### config.mk
export PLATFORM = sky130hd
export DESIGN_NAME = rc5_key_schedule_ctrl_flat
export DESIGN_NICKNAME = d
export VERILOG_FILES = /design/src/rtl/rc5_key_schedule_ctrl_if.sv /design/src/rtl/rc5_key_schedule_ctrl.sv /design/src/flat_wrapper.sv
export SDC_FILE = /design/constraint.sdc
export NUM_CORES = 1
export LEC_CHECK = 0
export ABC_AREA = 0
export CAP_MARGIN = 20
export CORE_ASPECT_RATIO = 1.5
export CORE_MARGIN = 2
export CORE_UTILIZATION = 45
export DETAILED_ROUTE_END_ITERATION = 8
export GPL_TIMING_DRIVEN = 0
export PLACE_DENSITY = 0.65
export SLEW_MARGIN = 5
export SYNTH_ARGS = -nofsm -noshare
export SYNTH_HDL_FRONTEND = slang
export SYNTH_SLANG_ARGS = --single-unit
### constraint.sdc
create_clock -name clk -period 7.65 [get_ports clk]
set_clock_uncertainty 0.15 [all_clocks]
set_input_delay 0.765 -clock clk [delete_from_list [all_inputs] [get_ports clk]]
set_output_delay 0.765 -clock clk [all_outputs]
set_load 0.01 [all_outputs]
### src/rtl/rc5_key_schedule_ctrl_if.sv
// Handshake and S/L RAM port bundle between the RC5 key-schedule controller,
// the L-array loader and the two key RAMs.
interface rc5_key_schedule_ctrl_if #(
    parameter int W = 32,
    parameter int R = 12,
    parameter int B = 16
);
    localparam int U   = W / 8;
    localparam int C   = (B / U > 1) ? B / U : 1;
    localparam int T   = 2 * (R + 1);
    localparam int LAW = (C > 1) ? $clog2(C) : 1;
    localparam int SAW = $clog2(T);

    logic           start;
    logic           busy;
    logic           done;
    logic           lop_start;
    logic           lop_done;
    logic           l_sel;
    logic [LAW-1:0] l_addr;
    logic [W-1:0]   l_rdata;
    logic [W-1:0]   l_wdata;
    logic           l_we;
    logic [SAW-1:0] s_addr;
    logic [W-1:0]   s_rdata;
    logic [W-1:0]   s_wdata;
    logic           s_we;

    modport master (
        input  start, lop_done, l_rdata, s_rdata,
        output busy, done, lop_start, l_sel, l_addr, l_wdata, l_we,
               s_addr, s_wdata, s_we
    );

    modport slave (
        output start, lop_done, l_rdata, s_rdata,
        input  busy, done, lop_start, l_sel, l_addr, l_wdata, l_we,
               s_addr, s_wdata, s_we
    );
endinterface

### src/rtl/rc5_key_schedule_ctrl.sv
// RC5 key expansion sequencer: L load, S init with P/Q progression, then the
// 3*max(T,C) mixing loop. Every output comes straight from a register.
module rc5_key_schedule_ctrl #(
    parameter int         W   = 32,
    parameter int         R   = 12,
    parameter int         B   = 16,
    parameter logic [W-1:0] P_W = 32'hB7E15163,
    parameter logic [W-1:0] Q_W = 32'h9E3779B9
) (
    input  logic                    clk,
    input  logic                    rst,
    rc5_key_schedule_ctrl_if.master bus
);
    localparam int U   = W / 8;
    localparam int C   = (B / U > 1) ? B / U : 1;
    localparam int T   = 2 * (R + 1);
    localparam int N   = 3 * ((T > C) ? T : C);
    localparam int LG  = $clog2(W);
    localparam int LAW = (C > 1) ? $clog2(C) : 1;
    localparam int SAW = $clog2(T);
    localparam int KW  = $clog2(N);

    localparam logic [SAW-1:0] T_LAST = SAW'(T - 1);
    localparam logic [LAW-1:0] C_LAST = LAW'(C - 1);
    localparam logic [KW-1:0]  K_LAST = KW'(N - 1);

    typedef enum logic [2:0] {
        S_IDLE, S_LOAD_L, S_INIT_S, S_MIX_RD, S_MIX_WAIT, S_MIX_S, S_MIX_L, S_DONE
    } state_e;

    function automatic logic [W-1:0] rotl(input logic [W-1:0] x, input logic [LG-1:0] n);
        logic [2*W-1:0] t;
        t = {x, x} << n;
        return t[2*W-1:W];
    endfunction

    state_e         state_q, state_d;
    logic [W-1:0]   a_q, a_d, b_q, b_d, lw_q, lw_d, acc_q, acc_d;
    logic [SAW-1:0] i_q, i_d;
    logic [LAW-1:0] j_q, j_d;
    logic [KW-1:0]  k_q, k_d;

    logic           busy_q, busy_d, done_q, done_d, lop_start_q, lop_start_d;
    logic           l_sel_q, l_sel_d, l_we_q, l_we_d, s_we_q, s_we_d;
    logic [LAW-1:0] l_addr_q, l_addr_d;
    logic [SAW-1:0] s_addr_q, s_addr_d;
    logic [W-1:0]   l_wdata_q, l_wdata_d, s_wdata_q, s_wdata_d;

    logic [W-1:0]   ab_sum, a_sum, b_sum;
    assign ab_sum = a_q + b_q;
    assign a_sum  = bus.s_rdata + ab_sum;
    assign b_sum  = lw_q + ab_sum;

    always_ff @(posedge clk) begin
        if (rst) begin
            state_q     <= S_IDLE;
            a_q         <= '0;
            b_q         <= '0;
            lw_q        <= '0;
            acc_q       <= '0;
            i_q         <= '0;
            j_q         <= '0;
            k_q         <= '0;
            busy_q      <= 1'b0;
            done_q      <= 1'b0;
            lop_start_q <= 1'b0;
            l_sel_q     <= 1'b0;
            l_we_q      <= 1'b0;
            s_we_q      <= 1'b0;
            l_addr_q    <= '0;
            s_addr_q    <= '0;
            l_wdata_q   <= '0;
            s_wdata_q   <= '0;
        end else begin
            state_q     <= state_d;
            a_q         <= a_d;
            b_q         <= b_d;
            lw_q        <= lw_d;
            acc_q       <= acc_d;
            i_q         <= i_d;
            j_q         <= j_d;
            k_q         <= k_d;
            busy_q      <= busy_d;
            done_q      <= done_d;
            lop_start_q <= lop_start_d;
            l_sel_q     <= l_sel_d;
            l_we_q      <= l_we_d;
            s_we_q      <= s_we_d;
            l_addr_q    <= l_addr_d;
            s_addr_q    <= s_addr_d;
            l_wdata_q   <= l_wdata_d;
            s_wdata_q   <= s_wdata_d;
        end
    end

    // Read data is sampled in MIX_WAIT so the S/L writes land in MIX_S/MIX_L
    // through the output registers.
    always_comb begin
        state_d = state_q;
        a_d     = a_q;
        b_d     = b_q;
        lw_d    = lw_q;
        acc_d   = acc_q;
        i_d     = i_q;
        j_d     = j_q;
        k_d     = k_q;
        unique case (state_q)
            S_IDLE:     if (bus.start) state_d = S_LOAD_L;
            S_LOAD_L: begin
                if (bus.lop_done) begin
                    state_d = S_INIT_S;
                    i_d     = '0;
                    acc_d   = P_W;
                end
            end
            S_INIT_S: begin
                if (i_q == T_LAST) begin
                    state_d = S_MIX_RD;
                    a_d     = '0;
                    b_d     = '0;
                    i_d     = '0;
                    j_d     = '0;
                    k_d     = '0;
                end else begin
                    i_d   = i_q + 1'b1;
                    acc_d = acc_q + Q_W;
                end
            end
            S_MIX_RD:   state_d = S_MIX_WAIT;
            S_MIX_WAIT: begin
                state_d = S_MIX_S;
                a_d     = rotl(a_sum, LG'(3));
                lw_d    = bus.l_rdata;
            end
            S_MIX_S: begin
                state_d = S_MIX_L;
                b_d     = rotl(b_sum, ab_sum[LG-1:0]);
            end
            S_MIX_L: begin
                i_d     = (i_q == T_LAST) ? '0 : i_q + 1'b1;
                j_d     = (j_q == C_LAST) ? '0 : j_q + 1'b1;
                k_d     = k_q + 1'b1;
                state_d = (k_q == K_LAST) ? S_DONE : S_MIX_RD;
            end
            S_DONE:     state_d = S_IDLE;
            default:    state_d = S_IDLE;
        endcase
    end

    logic mix_d;
    always_comb begin
        mix_d       = (state_d == S_MIX_RD) || (state_d == S_MIX_WAIT) ||
                      (state_d == S_MIX_S)  || (state_d == S_MIX_L);
        busy_d      = (state_d != S_IDLE);
        done_d      = (state_d == S_DONE);
        lop_start_d = (state_q == S_IDLE) && (state_d == S_LOAD_L);
        l_sel_d     = (state_d == S_INIT_S) || mix_d;
        s_we_d      = (state_d == S_INIT_S) || (state_d == S_MIX_S);
        l_we_d      = (state_d == S_MIX_L);
        s_addr_d    = ((state_d == S_INIT_S) || mix_d) ? i_d : '0;
        l_addr_d    = mix_d ? j_d : '0;
        s_wdata_d   = '0;
        if (state_d == S_INIT_S)     s_wdata_d = acc_d;
        else if (state_d == S_MIX_S) s_wdata_d = a_d;
        l_wdata_d   = (state_d == S_MIX_L) ? b_d : '0;
    end

    assign bus.busy      = busy_q;
    assign bus.done      = done_q;
    assign bus.lop_start = lop_start_q;
    assign bus.l_sel     = l_sel_q;
    assign bus.l_we      = l_we_q;
    assign bus.s_we      = s_we_q;
    assign bus.l_addr    = l_addr_q;
    assign bus.s_addr    = s_addr_q;
    assign bus.l_wdata   = l_wdata_q;
    assign bus.s_wdata   = s_wdata_q;
endmodule

### src/flat_wrapper.sv
// flat-port wrapper written by rule: the top's interface ports become plain ports
module rc5_key_schedule_ctrl_flat 
#(
    parameter int         W   = 32,
    parameter int         R   = 12,
    parameter int         B   = 16,
    parameter logic [W-1:0] P_W = 32'hB7E15163,
    parameter logic [W-1:0] Q_W = 32'h9E3779B9
)
  (clk, rst, bus_start, bus_lop_done, bus_l_rdata, bus_s_rdata, bus_busy, bus_done, bus_lop_start, bus_l_sel, bus_l_addr, bus_l_wdata, bus_l_we, bus_s_addr, bus_s_wdata, bus_s_we);
  rc5_key_schedule_ctrl_if #(.W(W), .R(R), .B(B)) bus_i ();
  input  logic clk;
  input  logic rst;
  input wire logic [$bits(bus_i.start)-1:0] bus_start;
  input wire logic [$bits(bus_i.lop_done)-1:0] bus_lop_done;
  input wire logic [$bits(bus_i.l_rdata)-1:0] bus_l_rdata;
  input wire logic [$bits(bus_i.s_rdata)-1:0] bus_s_rdata;
  output wire logic [$bits(bus_i.busy)-1:0] bus_busy;
  output wire logic [$bits(bus_i.done)-1:0] bus_done;
  output wire logic [$bits(bus_i.lop_start)-1:0] bus_lop_start;
  output wire logic [$bits(bus_i.l_sel)-1:0] bus_l_sel;
  output wire logic [$bits(bus_i.l_addr)-1:0] bus_l_addr;
  output wire logic [$bits(bus_i.l_wdata)-1:0] bus_l_wdata;
  output wire logic [$bits(bus_i.l_we)-1:0] bus_l_we;
  output wire logic [$bits(bus_i.s_addr)-1:0] bus_s_addr;
  output wire logic [$bits(bus_i.s_wdata)-1:0] bus_s_wdata;
  output wire logic [$bits(bus_i.s_we)-1:0] bus_s_we;
  assign bus_i.start = bus_start;
  assign bus_i.lop_done = bus_lop_done;
  assign bus_i.l_rdata = bus_l_rdata;
  assign bus_i.s_rdata = bus_s_rdata;
  assign bus_busy = bus_i.busy;
  assign bus_done = bus_i.done;
  assign bus_lop_start = bus_i.lop_start;
  assign bus_l_sel = bus_i.l_sel;
  assign bus_l_addr = bus_i.l_addr;
  assign bus_l_wdata = bus_i.l_wdata;
  assign bus_l_we = bus_i.l_we;
  assign bus_s_addr = bus_i.s_addr;
  assign bus_s_wdata = bus_i.s_wdata;
  assign bus_s_we = bus_i.s_we;
  rc5_key_schedule_ctrl #(.W(W), .R(R), .B(B), .P_W(P_W), .Q_W(Q_W)) u_core (.clk(clk), .rst(rst), .bus(bus_i));
endmodule
==> results of run 1 <==
[worst max-delay path, stage by stage (launching register included)]
cell	delay, ns
dfxtp_1	0.35
ha_1	0.24
inv_1	0.08
fa_1	0.22
nor2b_1	0.06
o21ai_0	0.25
nand2_1	0.16
xnor2_2	0.44
clkinv_1	0.46
clkbuf_1	0.40
clkbuf_1	0.43
ha_1	0.48
and2_4	0.18
o221ai_2	0.16
a211o_4	0.43
a21oi_2	0.52
o21ai_0	0.27
xnor2_1	0.34
mux2i_1	0.21
a22oi_1	0.57
a311oi_2	0.25
a211oi_1	0.60
[area by class of cell]
class,count,area [um2],area share
multi-input combinational,1616,10700,0.575
sequential,222,4440,0.239
timing repair buffer,146,1460,0.0786
clock buffer,30,673,0.0362
tap,425,532,0.0286
buffer,102,398,0.0214
clock inverter,14,201,0.0108
inverter,49,184,0.00989
antenna,3,7.51,0.000404
[synth_stat cells, types with 26 or more instances]
master,instances
a211oi_1,48
a21o_1,39
a21oi_1,183
a22o_1,34
and2_1,26
clkbuf_1,82
dfxtp_1,222
ha_1,102
inv_1,46
nand2_1,242
nand3_1,73
nor2_1,147
nor3_1,59
o211ai_1,44
o21ai_0,115
xnor2_1,49
[worst paths after layout]
path,start,end
min,u_core.lw_q[12]$_SDFFE_PP0P_,u_core.lw_q[12]$_SDFFE_PP0P_
max reg2reg,u_core.b_q[0]$_SDFF_PP0_,u_core.bus.l_wdata[15]$_SDFF_PP0_
min reg2reg,u_core.lw_q[12]$_SDFFE_PP0P_,u_core.lw_q[12]$_SDFFE_PP0P_
max,u_core.b_q[0]$_SDFF_PP0_,u_core.bus.l_wdata[15]$_SDFF_PP0_
[repair_timing]
action	CTS	global route
setup buffers	0	0
gates resized for setup	1	19
endpoints found under the setup margin	8	56
hold endpoints to repair	0	0
[per-stage QoR]
stage                     TNS, ns  hold WS [ns]  std cells   util
final                           0         0.311       2607  0.544
after global routing            0         0.334       2606  0.544
after CTS                       0         0.315       2603  0.541
after detailed placement   -0.508         0.306       2559  0.515
after global placement      -5.15         0.305       2558  0.515
after floorplan                 0         0.280       1989      -
[power breakdown]
| part | switching (mW) | internal (mW) | total (mW) |
|---|---|---|---|
| Clock | 0.536 | 0.766 | 1.30 |
| Sequential | 0.0225 | 1.18 | 1.20 |
| Combinational | 0.216 | 0.131 | 0.347 |
[placed cells by master, fill, tap and decap left out, drive strengths merged, types with 20 or more instances in the layout]
cell type / n
inv: 48
clkdlybuf4s50: 144
a22o: 34
and2: 30
nor4: 23
xnor2: 49
o21a: 23
nor2: 148
dfxtp: 222
a31oi: 20
nor3: 59
ha: 102
xor2: 23
a21oi: 184
o211ai: 44
nand3: 73
clkbuf: 113
a211oi: 48
nand2: 242
o21ai: 121
buf: 21
or3: 22
a21o: 39
[kinds of logic (layout without fill, tap and decap cells)]
group / Yosys count / count (layout) / synth area share
AO/OA/AOI/OAI: 694 / 694 / 0.303
XOR/XNOR: 72 / 72 / 0.0404
AND/OR/NAND/NOR: 708 / 708 / 0.215
other: 0 / 3 / 0
adder cells (fa/ha/maj): 105 / 105 / 0.0856
buffers and inverters: 151 / 341 / 0.0372
multiplexers: 37 / 37 / 0.0341
flip-flops: 222 / 222 / 0.285
[state kept, by name, indices dropped and copies added (netlist names), 2 cells and up]
signal	count
u_core.a_q	32
u_core.acc_q	32
u_core.b_q	32
u_core.bus.l_addr	2
u_core.bus.l_wdata	32
u_core.bus.s_addr	5
u_core.bus.s_wdata	32
u_core.i_q	5
u_core.j_q	2
u_core.k_q	7
u_core.lw_q	32
u_core.state_q	3
[layer usage]
metal / vias up / wire length (um)
met2: 718 / 34200
met1: 8058 / 23500
met5: - / 56
met4: 8 / 7270
met3: 321 / 4190
li1: 7842 / -
==> results.json, run 1 <==
{
  "gr-usage-met1": 0.367,
  "fillers": 3286,
  "critPathKind": "reg2reg",
  "period_share": 0.975,
  "drv_cap": 0,
  "root_buffer": "clkbuf_16",
  "clockBufferDepth": 3,
  "vias_per_cell": 6.50,
  "gr-usage-met2": 0.666,
  "grt_max_degree": 15,
  "maxSlewHeadroom": 0.139,
  "yosys_warnings": 0,
  "place_ws_ns": -0.0954,
  "power.leakage_nw": 7.20,
  "p_total_mw": 2.85,
  "layout-drive-gt1-share": 0.0560,
  "hold_path_class": "reg2reg",
  "fin_area_um2": 18600,
  "period_needed_ns": 7.46,
  "use_met3": 0.0853,
  "grt_pass1_wl_um": 102000,
  "die_h_um": 232,
  "portBuffers": 144,
  "clk_pin_slew_worst_paths_ns": 0.07,
  "setup_viol": 0,
  "place_congestion": 1.01,
  "slew_viol_final": 0,
  "maxClockFrequency_mhz": 134,
  "vias": 16900,
  "fin_ws_ns": 0.192,
  "io_pins": 145,
  "place_area_um2": 17600,
  "synthArstFlopShare": 0,
  "gr-max-usage-layer": "met2",
  "worstMarginPinSlew_ns": 1.29,
  "yosys-top-cells-area": "dfxtp_1, ha_1, a21oi_1",
  "route.detailed.drc": 0,
  "grt_pass1_vias": 17100,
  "drt_pre_antenna_iters": 6,
  "cts_buffers": 24,
  "dieWidth_um": 156,
  "whs_path_depth": 2,
  "r2r_cells": 21,
  "initial_core_util": 0.457,
  "ys_seq_area_frac": 0.285,
  "nNetsFinal": 2334,
  "drtAntennaViolNets": 0,
  "hpwl_um": 55600,
  "ys_types": 94,
  "status": "completed",
  "hold_buffers": 0,
  "core_area_um2": 34200,
  "drt_wl_total_um": 69100,
  "avgSynthCellArea_um2": 7.85,
  "synth_top_cell_area_share": 0.285,
  "p_per_area_nw_per_um2": 154,
  "cts_sinks": 222,
  "worstPathArrival_ns": 7.70,
  "irDropWorstVdd_mv": 0.177,
  "syn-num-nets": 2162,
  "syn_to_final_growth_pct": 19.1,
  "synth_top_area_cell": "dfxtp_1",
  "antenna_found_initial": 7,
  "hold_viol": 0,
  "required_ns": 7.89,
  "dr.first_iter.drc_count": 1353,
  "wire_per_inst_um": 26.5,
  "htreeDepth": 1,
  "synth_seq_cells": 222,
  "worstSetupStartpointType": "flip-flop",
  "cts_tree": "yes",
  "clkLatencyLatePin_ns": 0.57,
  "num_rows": 83,
  "r2r_setup_slack_ns": 0.19,
  "synth-edff-count": 0,
  "crit_fanout": 11,
  "track_usage": 0.379,
  "synth_area_um2": 15600,
  "grt-ovfl-total": 0,
  "synthCells": 1989,
  "yosys_most_used_dff": "dfxtp_1",
  "critPathCaptureType": "flip-flop",
  "rsz0062_at_grt": "no",
  "die-area_um2": 36200
}
No activity file was read; power rests on OpenSTA's default activity.
==> inputs of run 2 (changes only) <==
--- a/config.mk
+++ b/config.mk
@@ -17,3 +17,4 @@
 export SYNTH_ARGS = -nofsm -noshare
 export SYNTH_HDL_FRONTEND = slang
 export SYNTH_SLANG_ARGS = --single-unit
+export TNS_END_PERCENT = 20
==> run 2 against run 1 <==
Combinational power barely moved. Die area is the same. Power is essentially flat. Core utilization about the same. Via count up 0.14%. Register-to-register slack worse by 0.10 ns. Sequential share of layout area is essentially flat. Clock-buffer cell count unchanged. Worst setup slack got worse by 0.10 ns. Routed wire length is 0.10% higher. Sequential cell count is the same. Clock power is essentially flat. Critical path type unchanged. Critical endpoint unchanged. Highest routed layer unchanged.
==> results.json, run 2 (synthesis gave the netlist of run 1 again) <==
{
  "grt_pass1_wl_um": 102000,
  "hold_buffers": 0,
  "grt_pass1_vias": 17100,
  "io_pins": 145,
  "worstMarginPinSlew_ns": 1.26,
  "layout-drive-gt1-share": 0.0542,
  "initial_core_util": 0.457,
  "cp_common_cell": "clkbuf_1",
  "vias_per_cell": 6.50,
  "slew_viol_final": 0,
  "wire_per_inst_um": 26.5,
  "worstSetupStartpointType": "flip-flop",
  "grt_max_degree": 15,
  "rsz0062_at_grt": "yes",
  "grt-ovfl-total": 0,
  "crit_fanout": 10,
  "dr.first_iter.drc_count": 1213,
  "core_area_um2": 34200,
  "status": "completed",
  "num_rows": 83,
  "fin_area_um2": 18600,
  "p_total_mw": 2.85,
  "crit_path_top_delay_cell": "a211oi_1",
  "required_ns": 7.89,
  "track_usage": 0.379,
  "route.detailed.drc": 0,
  "place_ws_ns": -0.0954,
  "period_needed_ns": 7.56,
  "vias": 17000,
  "power.leakage_nw": 7.20,
  "drtAntennaViolNets": 0,
  "period_share": 0.989,
  "place_congestion": 1.01,
  "hpwl_um": 55600,
  "drt_wl_total_um": 69200,
  "maxSlewHeadroom": 0.158,
  "die_h_um": 232,
  "nNetsFinal": 2334,
  "irDropWorstVdd_mv": 0.174,
  "cpPeakStageDelay_ns": 0.60,
  "clockBufferDepth": 3,
  "clkLatencyLatePin_ns": 0.56,
  "hold_path_class": "reg2reg",
  "postCtsSetupBuffers": 0,
  "drt_pre_antenna_iters": 5,
  "cts_tree": "yes",
  "p_per_area_nw_per_um2": 154,
  "setup_viol": 0,
  "maxClockFrequency_mhz": 132,
  "dieWidth_um": 156,
  "htreeDepth": 1,
  "worstPathArrival_ns": 7.80,
  "cts_buffers": 24,
  "cts_sinks": 222,
  "fin_ws_ns": 0.0878,
  "hold_viol": 0,
  "portBuffers": 144,
  "path_cells": "ha_1 -> clkbuf_1 -> clkbuf_1 -> clkbuf_1 -> clkbuf_1 -> nand2_1 -> fa_1 -> and2b_1 -> o221ai_2 -> a211oi_1 -> o21ai_1 -> a41oi_1 -> xor2_1 -> mux2i_1 -> a22oi_1 -> a311oi_2 -> a211oi_1",
  "place_area_um2": 17600,
  "cts_resized": 1,
  "antenna_found_initial": 7,
  "critPathCaptureType": "flip-flop",
  "die-area_um2": 36200,
  "final_cell_mix": "nand2_1, dfxtp_1, a21oi_1",
  "root_buffer": "clkbuf_16",
  "critPathKind": "reg2reg",
  "drv_cap": 0,
  "clk_pin_slew_worst_paths_ns": 0.06,
  "final_common_cell": "nand2_1",
  "syn_to_final_growth_pct": 19.0
}
==> run 2: metal layers <==
metal  part of all wire  track usage  wire length (um)
met1               0.34        0.367             23300
met2               0.50        0.666             34300
met3              0.064       0.0853              4420
met4               0.10        0.343              7170
met5            0.00066            0                46
==> run 2: area by class of cell <==
type	instances	area [um2]
Clock inverter	14	201
Sequential cell	222	4440
Tap cell	425	532
Fill cell	3287	15600
Antenna cell	5	12.5
Inverter	49	184
Buffer	102	398
Clock buffer	30	673
Timing Repair Buffer	146	1460
Multi-Input combinational cell	1616	10700
==> run 2: metrics by stage <==
| step | hold WS, ns | setup TNS, ns | instances | utilization |
|---|---|---|---|---|
| after floorplan | 0.280 | 0 | 1989 | - |
| after global placement | 0.305 | -5.15 | 2558 | 0.515 |
| after detailed placement | 0.306 | -0.508 | 2559 | 0.515 |
| after CTS | 0.315 | 0 | 2603 | 0.541 |
| after global routing | 0.334 | -0.0878 | 2606 | 0.543 |
| final | 0.312 | 0 | 2609 | 0.544 |
==> run 2: final timing paths <==
check / depth (start not counted) / from / slack (ns) / end
worst max-delay path: 17 / u_core.a_q[0]$_SDFF_PP0_ / 0.09 / u_core.bus.l_wdata[15]$_SDFF_PP0_
worst min-delay path: 2 / u_core.lw_q[12]$_SDFFE_PP0P_ / 0.31 / u_core.lw_q[12]$_SDFFE_PP0P_
worst max register to register: 17 / u_core.a_q[0]$_SDFF_PP0_ / 0.09 / u_core.bus.l_wdata[15]$_SDFF_PP0_
worst min register to register: 2 / u_core.lw_q[12]$_SDFFE_PP0P_ / 0.31 / u_core.lw_q[12]$_SDFFE_PP0P_
==> run 2: worst max-delay path: cells and delay by family, from the launching register on <==
family / cells / cell delay, ns
AOI/OAI and AO/OA: 7 / 2.97
DFF: 1 / 0.35
muxes: 1 / 0.22
buffers and inverters: 4 / 2.04
and+or+nand+nor: 2 / 0.42
adders and majority gates: 2 / 0.87
xor gates and xnor gates: 1 / 0.36
==> run 2: where the power goes <==
group | leakage, nW | internal [mW] | switching, mW
Sequential | 1.79 | 1.18 | 0.0224
Clock | 0.431 | 0.766 | 0.535
Combinational | 4.98 | 0.131 | 0.216
Total | 7.20 | 2.08 | 0.773
